--- src/rtl/riscv_fetch_pkg.sv ---
// Shared widths, constants and FSM state encoding for the PC / instruction-fetch front end.
package riscv_fetch_pkg;

   localparam int unsigned INSTR_W = 32;
   localparam int unsigned PC_STEP = 4;
   localparam logic [INSTR_W-1:0] NOP_INSTR = 32'h0000_0013;

   typedef logic [1:0] fetch_state_t;

   localparam fetch_state_t FETCH = 2'd0;
   localparam fetch_state_t WAIT  = 2'd1;
   localparam fetch_state_t HOLD  = 2'd2;
   localparam fetch_state_t DROP  = 2'd3;

endpackage

--- src/rtl/pc_fetch_unit_buffer.sv ---
// Single-entry {instr, pc} holding register between instruction memory and decode.
module fetch_buffer
   import riscv_fetch_pkg::*;
#(
   parameter int unsigned ADDR_W = 32
) (
   input  logic               clock,
   input  logic               reset,
   input  logic               push,
   input  logic               pop,
   input  logic               flush,
   input  logic [INSTR_W-1:0] push_instr,
   input  logic [ADDR_W-1:0]  push_pc,
   output logic               buf_valid,
   output logic [INSTR_W-1:0] buf_instr,
   output logic [ADDR_W-1:0]  buf_pc
);

   // Flush wins over push so a redirect never lets a stale word through.
   always_ff @(posedge clock) begin
      if (!reset) begin
         buf_valid <= 1'b0;
         buf_instr <= '0;
         buf_pc    <= '0;
      end else if (flush) begin
         buf_valid <= 1'b0;
      end else if (push) begin
         buf_valid <= 1'b1;
         buf_instr <= push_instr;
         buf_pc    <= push_pc;
      end else if (pop) begin
         buf_valid <= 1'b0;
      end
   end

endmodule

--- src/rtl/pc_fetch_unit.sv ---
// Program counter and single-outstanding instruction-fetch sequencer.
// Optional misaligned-redirect trap enabled by defining PC_MISALIGN_TRAP_EN.
module pc_fetch_unit
   import riscv_fetch_pkg::*;
#(
   parameter int unsigned       ADDR_W       = 32,
   parameter logic [ADDR_W-1:0] RESET_VECTOR = ADDR_W'(32'h0000_0000)
) (
   input  logic               clock,
   input  logic               reset,
   input  logic               redirect_valid,
   input  logic [ADDR_W-1:0]  redirect_target,
   output logic [ADDR_W-1:0]  pc_o,
   output logic               imem_req_valid,
   input  logic               imem_req_ready,
   output logic [ADDR_W-1:0]  imem_req_addr,
   input  logic               imem_resp_valid,
   input  logic [INSTR_W-1:0] imem_resp_data,
   output logic               instr_valid,
   input  logic               instr_ready,
   output logic [INSTR_W-1:0] instr_data,
   output logic [ADDR_W-1:0]  instr_pc
`ifdef PC_MISALIGN_TRAP_EN
   ,
   output logic               misalign_o,
   output logic [ADDR_W-1:0]  misalign_addr
`endif
);

   fetch_state_t      state, state_nxt;
   logic [ADDR_W-1:0] pc, pc_nxt;
   logic [ADDR_W-1:0] req_pc, req_pc_nxt;
   logic              redir_c;
   logic [ADDR_W-1:0] target_c;
   logic              push, pop, flush;
   logic              buf_valid;

`ifdef PC_MISALIGN_TRAP_EN
   logic reject_c;

   // A rejected redirect behaves as if no redirect were presented.
   assign reject_c = redirect_valid && (redirect_target[1:0] != 2'b00);
   assign redir_c  = redirect_valid && !reject_c;
   assign target_c = redirect_target;

   always_ff @(posedge clock) begin
      if (!reset) begin
         misalign_o    <= 1'b0;
         misalign_addr <= '0;
      end else begin
         misalign_o <= reject_c;
         if (reject_c) misalign_addr <= redirect_target;
      end
   end
`else
   assign redir_c  = redirect_valid;
   assign target_c = redirect_target & ~ADDR_W'(3);
`endif

   assign pc_o           = pc;
   assign imem_req_valid = (state == FETCH) && !redir_c;
   assign imem_req_addr  = pc;
   assign instr_valid    = buf_valid && !redir_c;

   always_ff @(posedge clock) begin
      if (!reset) begin
         state  <= FETCH;
         pc     <= RESET_VECTOR;
         req_pc <= '0;
      end else begin
         state  <= state_nxt;
         pc     <= pc_nxt;
         req_pc <= req_pc_nxt;
      end
   end

   // Redirect overrides every normal transition; DROP always leaves on the discarded response.
   always_comb begin
      state_nxt  = state;
      pc_nxt     = pc;
      req_pc_nxt = req_pc;
      push       = 1'b0;
      pop        = 1'b0;
      flush      = 1'b0;
      if (redir_c) pc_nxt = target_c;
      case (state)
         FETCH: begin
            if (!redir_c && imem_req_ready) begin
               req_pc_nxt = pc;
               pc_nxt     = pc + ADDR_W'(PC_STEP);
               state_nxt  = WAIT;
            end
         end
         WAIT: begin
            if (redir_c) begin
               state_nxt = imem_resp_valid ? FETCH : DROP;
            end else if (imem_resp_valid) begin
               push      = 1'b1;
               state_nxt = HOLD;
            end
         end
         HOLD: begin
            if (redir_c) begin
               flush     = 1'b1;
               state_nxt = FETCH;
            end else if (instr_valid && instr_ready) begin
               pop       = 1'b1;
               state_nxt = FETCH;
            end
         end
         DROP: begin
            if (imem_resp_valid) state_nxt = FETCH;
         end
         default: state_nxt = FETCH;
      endcase
   end

   fetch_buffer #(
      .ADDR_W (ADDR_W)
   ) u_buffer (
      .clock      (clock),
      .reset      (reset),
      .push       (push),
      .pop        (pop),
      .flush      (flush),
      .push_instr (imem_resp_data),
      .push_pc    (req_pc),
      .buf_valid  (buf_valid),
      .buf_instr  (instr_data),
      .buf_pc     (instr_pc)
   );

endmodule

--- config.mk ---
export PLATFORM = sky130hd
export DESIGN_NAME = pc_fetch_unit
export DESIGN_NICKNAME = d
export VERILOG_FILES = /design/src/rtl/riscv_fetch_pkg.sv /design/src/rtl/pc_fetch_unit_buffer.sv /design/src/rtl/pc_fetch_unit.sv
export SDC_FILE = /design/constraint.sdc
export NUM_CORES = 1
export LEC_CHECK = 0
export CAP_MARGIN = 30
export CORE_MARGIN = 2
export CORE_UTILIZATION = 30
export DETAILED_ROUTE_END_ITERATION = 12
export SYNTH_ARGS = -nofsm -noshare
export SYNTH_HDL_FRONTEND = slang
export SYNTH_SLANG_ARGS = --single-unit
--- constraint.sdc ---
create_clock -name clock -period 6.2 [get_ports clock]
set_input_delay 1.24 -clock clock [delete_from_list [all_inputs] [get_ports clock]]
set_output_delay 1.24 -clock clock [all_outputs]
set_load 0.03 [all_outputs]
Word-level counts from Yosys, hierarchy flattened --
Index checks and enable logic that the tools add are counted.
Storage, ports and cells: flip-flop bits (word level) 131, bits of input ports 70, word-level logic and storage cells 48, output and inout port bits 130
Cells by class: add/subtract/negate cells 1, equality and inequality tests 7, muxes and demuxes 21, reduce and logical (&&, ||, !) cells 11, bitwise gates (word level) 2
Operators by type and width (number):
- $mux 32 | 3
- $add 32x3->32 const B | 1
- $mux 2 | 7
- $mux 1 | 10
- $pmux 2 s4 | 1
- $ne 3x3->1 const B | 2
- $eq 2x2->1 const B | 2
- $logic_and 1x1->1 | 4
- $reduce_and 2->1 | 2
- $reduce_and 4->1 | 1
- $eq 2x1->1 const B | 1
- $logic_not 2->1 | 1
- $ne 2x1->1 const B | 1
- $ne 2x2->1 const B | 1
- $not 1->1 | 2
- $reduce_bool 2->1 | 1
- $reduce_or 2->1 | 1
- $logic_not 1->1 | 1

Depth between registers and ports, before layout --
word-level depth 8, gate-level depth with buffers 7, mapped depth without buffers 5

By module --
From an unflattened synthesis, not the netlist that was laid out.
Second synthesis, totals: cells, all modules 714, area, all modules 6124.6 sq um
By module, submodules not included:
- pc_fetch_unit | area an instance 3454.6 sq um, times used 1, cells each 432
- fetch_buffer | area an instance 2670.1 sq um, times used 1, cells each 282

Worst setup path before layout --
No wires, ideal clock.
kind input -> output, from input port redirect_valid, to output port imem_req_valid, setup slack 2822 ps, path buffers 1, required time 4960 ps, arrival 2138 ps, stages 2, path through clkbuf_1 > nor3_1
On the way: word-level cells in the longest chain between the ends 2
Ends and longest elaborated chain:
- start, declared | RTL line pc_fetch_unit.sv:11 | input logic redirect_valid,
- $logic_not 1->1 | RTL line pc_fetch_unit.sv:61 | assign imem_req_valid = (state == FETCH) && !redir_c;
- $logic_and 1x1->1 | RTL line pc_fetch_unit.sv:61
- end, declared | RTL line pc_fetch_unit.sv:14 | output logic imem_req_valid,
No other way between the ends.

Final worst setup path --
Ends and elaborated chain as after synthesis.

==> flow_summary.toml <==
[timing]
setup_slack_ps = 2040
finalHoldViolCount = 0
drv_slew = 0
hold-worst-slack_ps = 458
finalCritPeriodShare = 0.671
skew_ps = 9.17
rsz0062_at_grt = "false"
setup_viol = 0
fmax_mhz = 241
min_period_ps = 4160
setup_tns_ps = 0
slew_headroom = 0.479
worst_slew_pin_slew_ps = 781

[logic_synthesis]
yosysSeqAreaShare = 0.461
synth_edf_count = 0
synth.most_common_cell = "nand2_1"
synth_top_area_frac = 0.461
synth_area_leaders = "dfxtp_1, nand2_1, a21boi_0"
post_synth_most_frequent_cells = "nand2_1, dfxtp_1, a21boi_0"
syn_avg_cell_area_sq_um = 8.29
synth_async_sr_flop_share = 0
synth_area_sq_mm = 0.00569
synth_warnings = 0
yosys.area.top_type = "dfxtp_1"
synthCells = 686
ys_seq_elements = 131
synth_cell_types = 44
ys.flop_type = "dfxtp_1"
synth_nets = 757

[grt]
grt_max_degree = 91
antenna_found_initial = 2
first_global_vias = 4703
gr-total-overflow = 0
grt_pass1_wl_microns = 25900
grt_usage = 0.165

[route]
drt-total-wl_microns = 16300
routedWlPerCell_microns = 15.1
drc = 0
drt_pass1_iterations = 4
num_vias = 5033
drtIter0Drc = 264
avgViaCountPerCell = 4.66
antenna_left = 0

[die]
rows = 50
fp.coreArea_sq_mm = 0.0186
start_util = 0.305
ios = 200
fp.dieW_microns = 142
fp.dieArea_sq_mm = 0.0201
die_y_microns = 142

[worst_setup_path]
cp-start-kind = "input port"
arrival_ps = 2920
required_ps = 4960
cp_max_fo = 11
crit_path_end_kind = "output port"
crit_type = "input port to output port"

[final_layout]
nets = 904
stdcell_area_sq_mm = 0.00818
drive_gt1_frac = 0.0615
areaGrowthSynthToFinish_pct = 43.8
fin_cells = 1080
n_antenna_cell = 0
final_util = 0.439

[clocking]
cts_tree = "yes"
postCtsSetupBuffers = 0
cts.repair.resized = 0
clock-sinks = 131
clk_latency_ps = 410
clk_pin_slew_ps = 60
htree_levels = 4
cts.path.max_buffers = 2
root_buffer = "clkbuf_16"
cts_made_buffers = 17
cts.hold.buffers_added = 0

[placed_design]
place_area_sq_mm = 0.00760
gp_congestion = 0.747
dp_cells = 1048
port_buffers = 197
dp_hpwl_microns = 11100
place_ws_ps = 2060

[power_and_ir_drop]
switching_share = 0.264
p_leak_nw = 2.76
ir_worst_vdd_mv = 0.194
internal_power_mw = 1.56
total_power_mw = 2.12
power_switching_mw = 0.559
power.density_mw_per_mm2 = 259
power_frac_clock = 0.457
combPwrFrac = 0.119
pwr-share-seq = 0.424

[job]
cap_viol_max_count = 0

[run_status]
status = "completed"

[min_path]
min_path_type = "flop to flop"
-- critical path: stages --
cell             delay [ps]
clkdlybuf4s50_1         640
nor3_1                  290
clkdlybuf4s50_1         750
-- cell families after synthesis --
group                    count (synthesis)  synth area share
multiplexers                             2           0.00374
XOR/XNOR                                19            0.0293
AND/OR/NAND/NOR                        287             0.221
buffers and inverters                   83            0.0777
adder cells (fa/ha/maj)                  1           0.00220
flip-flops                             131             0.461
AO/OA/AOI/OAI                          163             0.205
-- routing by layer --
metal,global-route usage,vias to the layer above,wire [microns]
li1,-,2572,-
met1,0.213,2308,7590
met2,0.263,133,7380
met3,0.0513,16,1100
met4,0.0521,4,179
met5,0,-,27
-- cell type report --
type                       count  area, sq um
fill                        1911        10500
inverter                       6         22.5
multi-input combinational    472         2630
tap                          234          293
timing repair buffer         205         2030
sequential                   131         2620
clock inverter                13          125
clock buffer                  19          453
-- cell usage in the layout (no fill, tap or decap), drive strengths merged, types with 3 or more instances in the layout --
cell type and count:
nand2 217, clkdlybuf4s50 196, dfxtp 131, a21boi 102
o21ai 19, clkbuf 19, a21oi 17, nand3 14
xnor2 10, inv 10, xor2 9, buf 9
o211a 8, nand4 8, nor3 7, nor2 6
nor4 6, and2 6, clkinvlp 5, o21a 4
o311ai 4, and3 4, and4 4, or4 4
o211ai 3, o31ai 3, clkinv 3
-- flip-flops by register name, summed over array words and instances (netlist names) --
register            count
imem_req_addr          32
req_pc                 32
u_buffer.buf_instr     32
u_buffer.buf_pc        32
state                   2
u_buffer.buf_valid      1
-- path summary, 6_finish.rpt --
path | slack [ps] | from | cells past startpoint | to
worst min register to register | 460 | req_pc[30] | 2 | u_buffer.buf_pc[30]
worst max-delay path | 2040 | redirect_valid | 3 | imem_req_valid
worst max register to register | 3900 | state[1] | 5 | u_buffer.buf_pc[7]
worst min-delay path | 460 | req_pc[30] | 2 | u_buffer.buf_pc[30]
-- power by group through the flow --
stage               registers (mW)  clock network, mW  logic [mW]
global placement             0.919                  0       0.253
global route                 0.904               1.04       0.272
CTS                          0.900               1.00       0.255
floorplan                    0.939                  0       0.120
finish                       0.900              0.970       0.252
detailed placement           0.919                  0       0.254
Note: power is estimated with default switching activity, not from simulation.
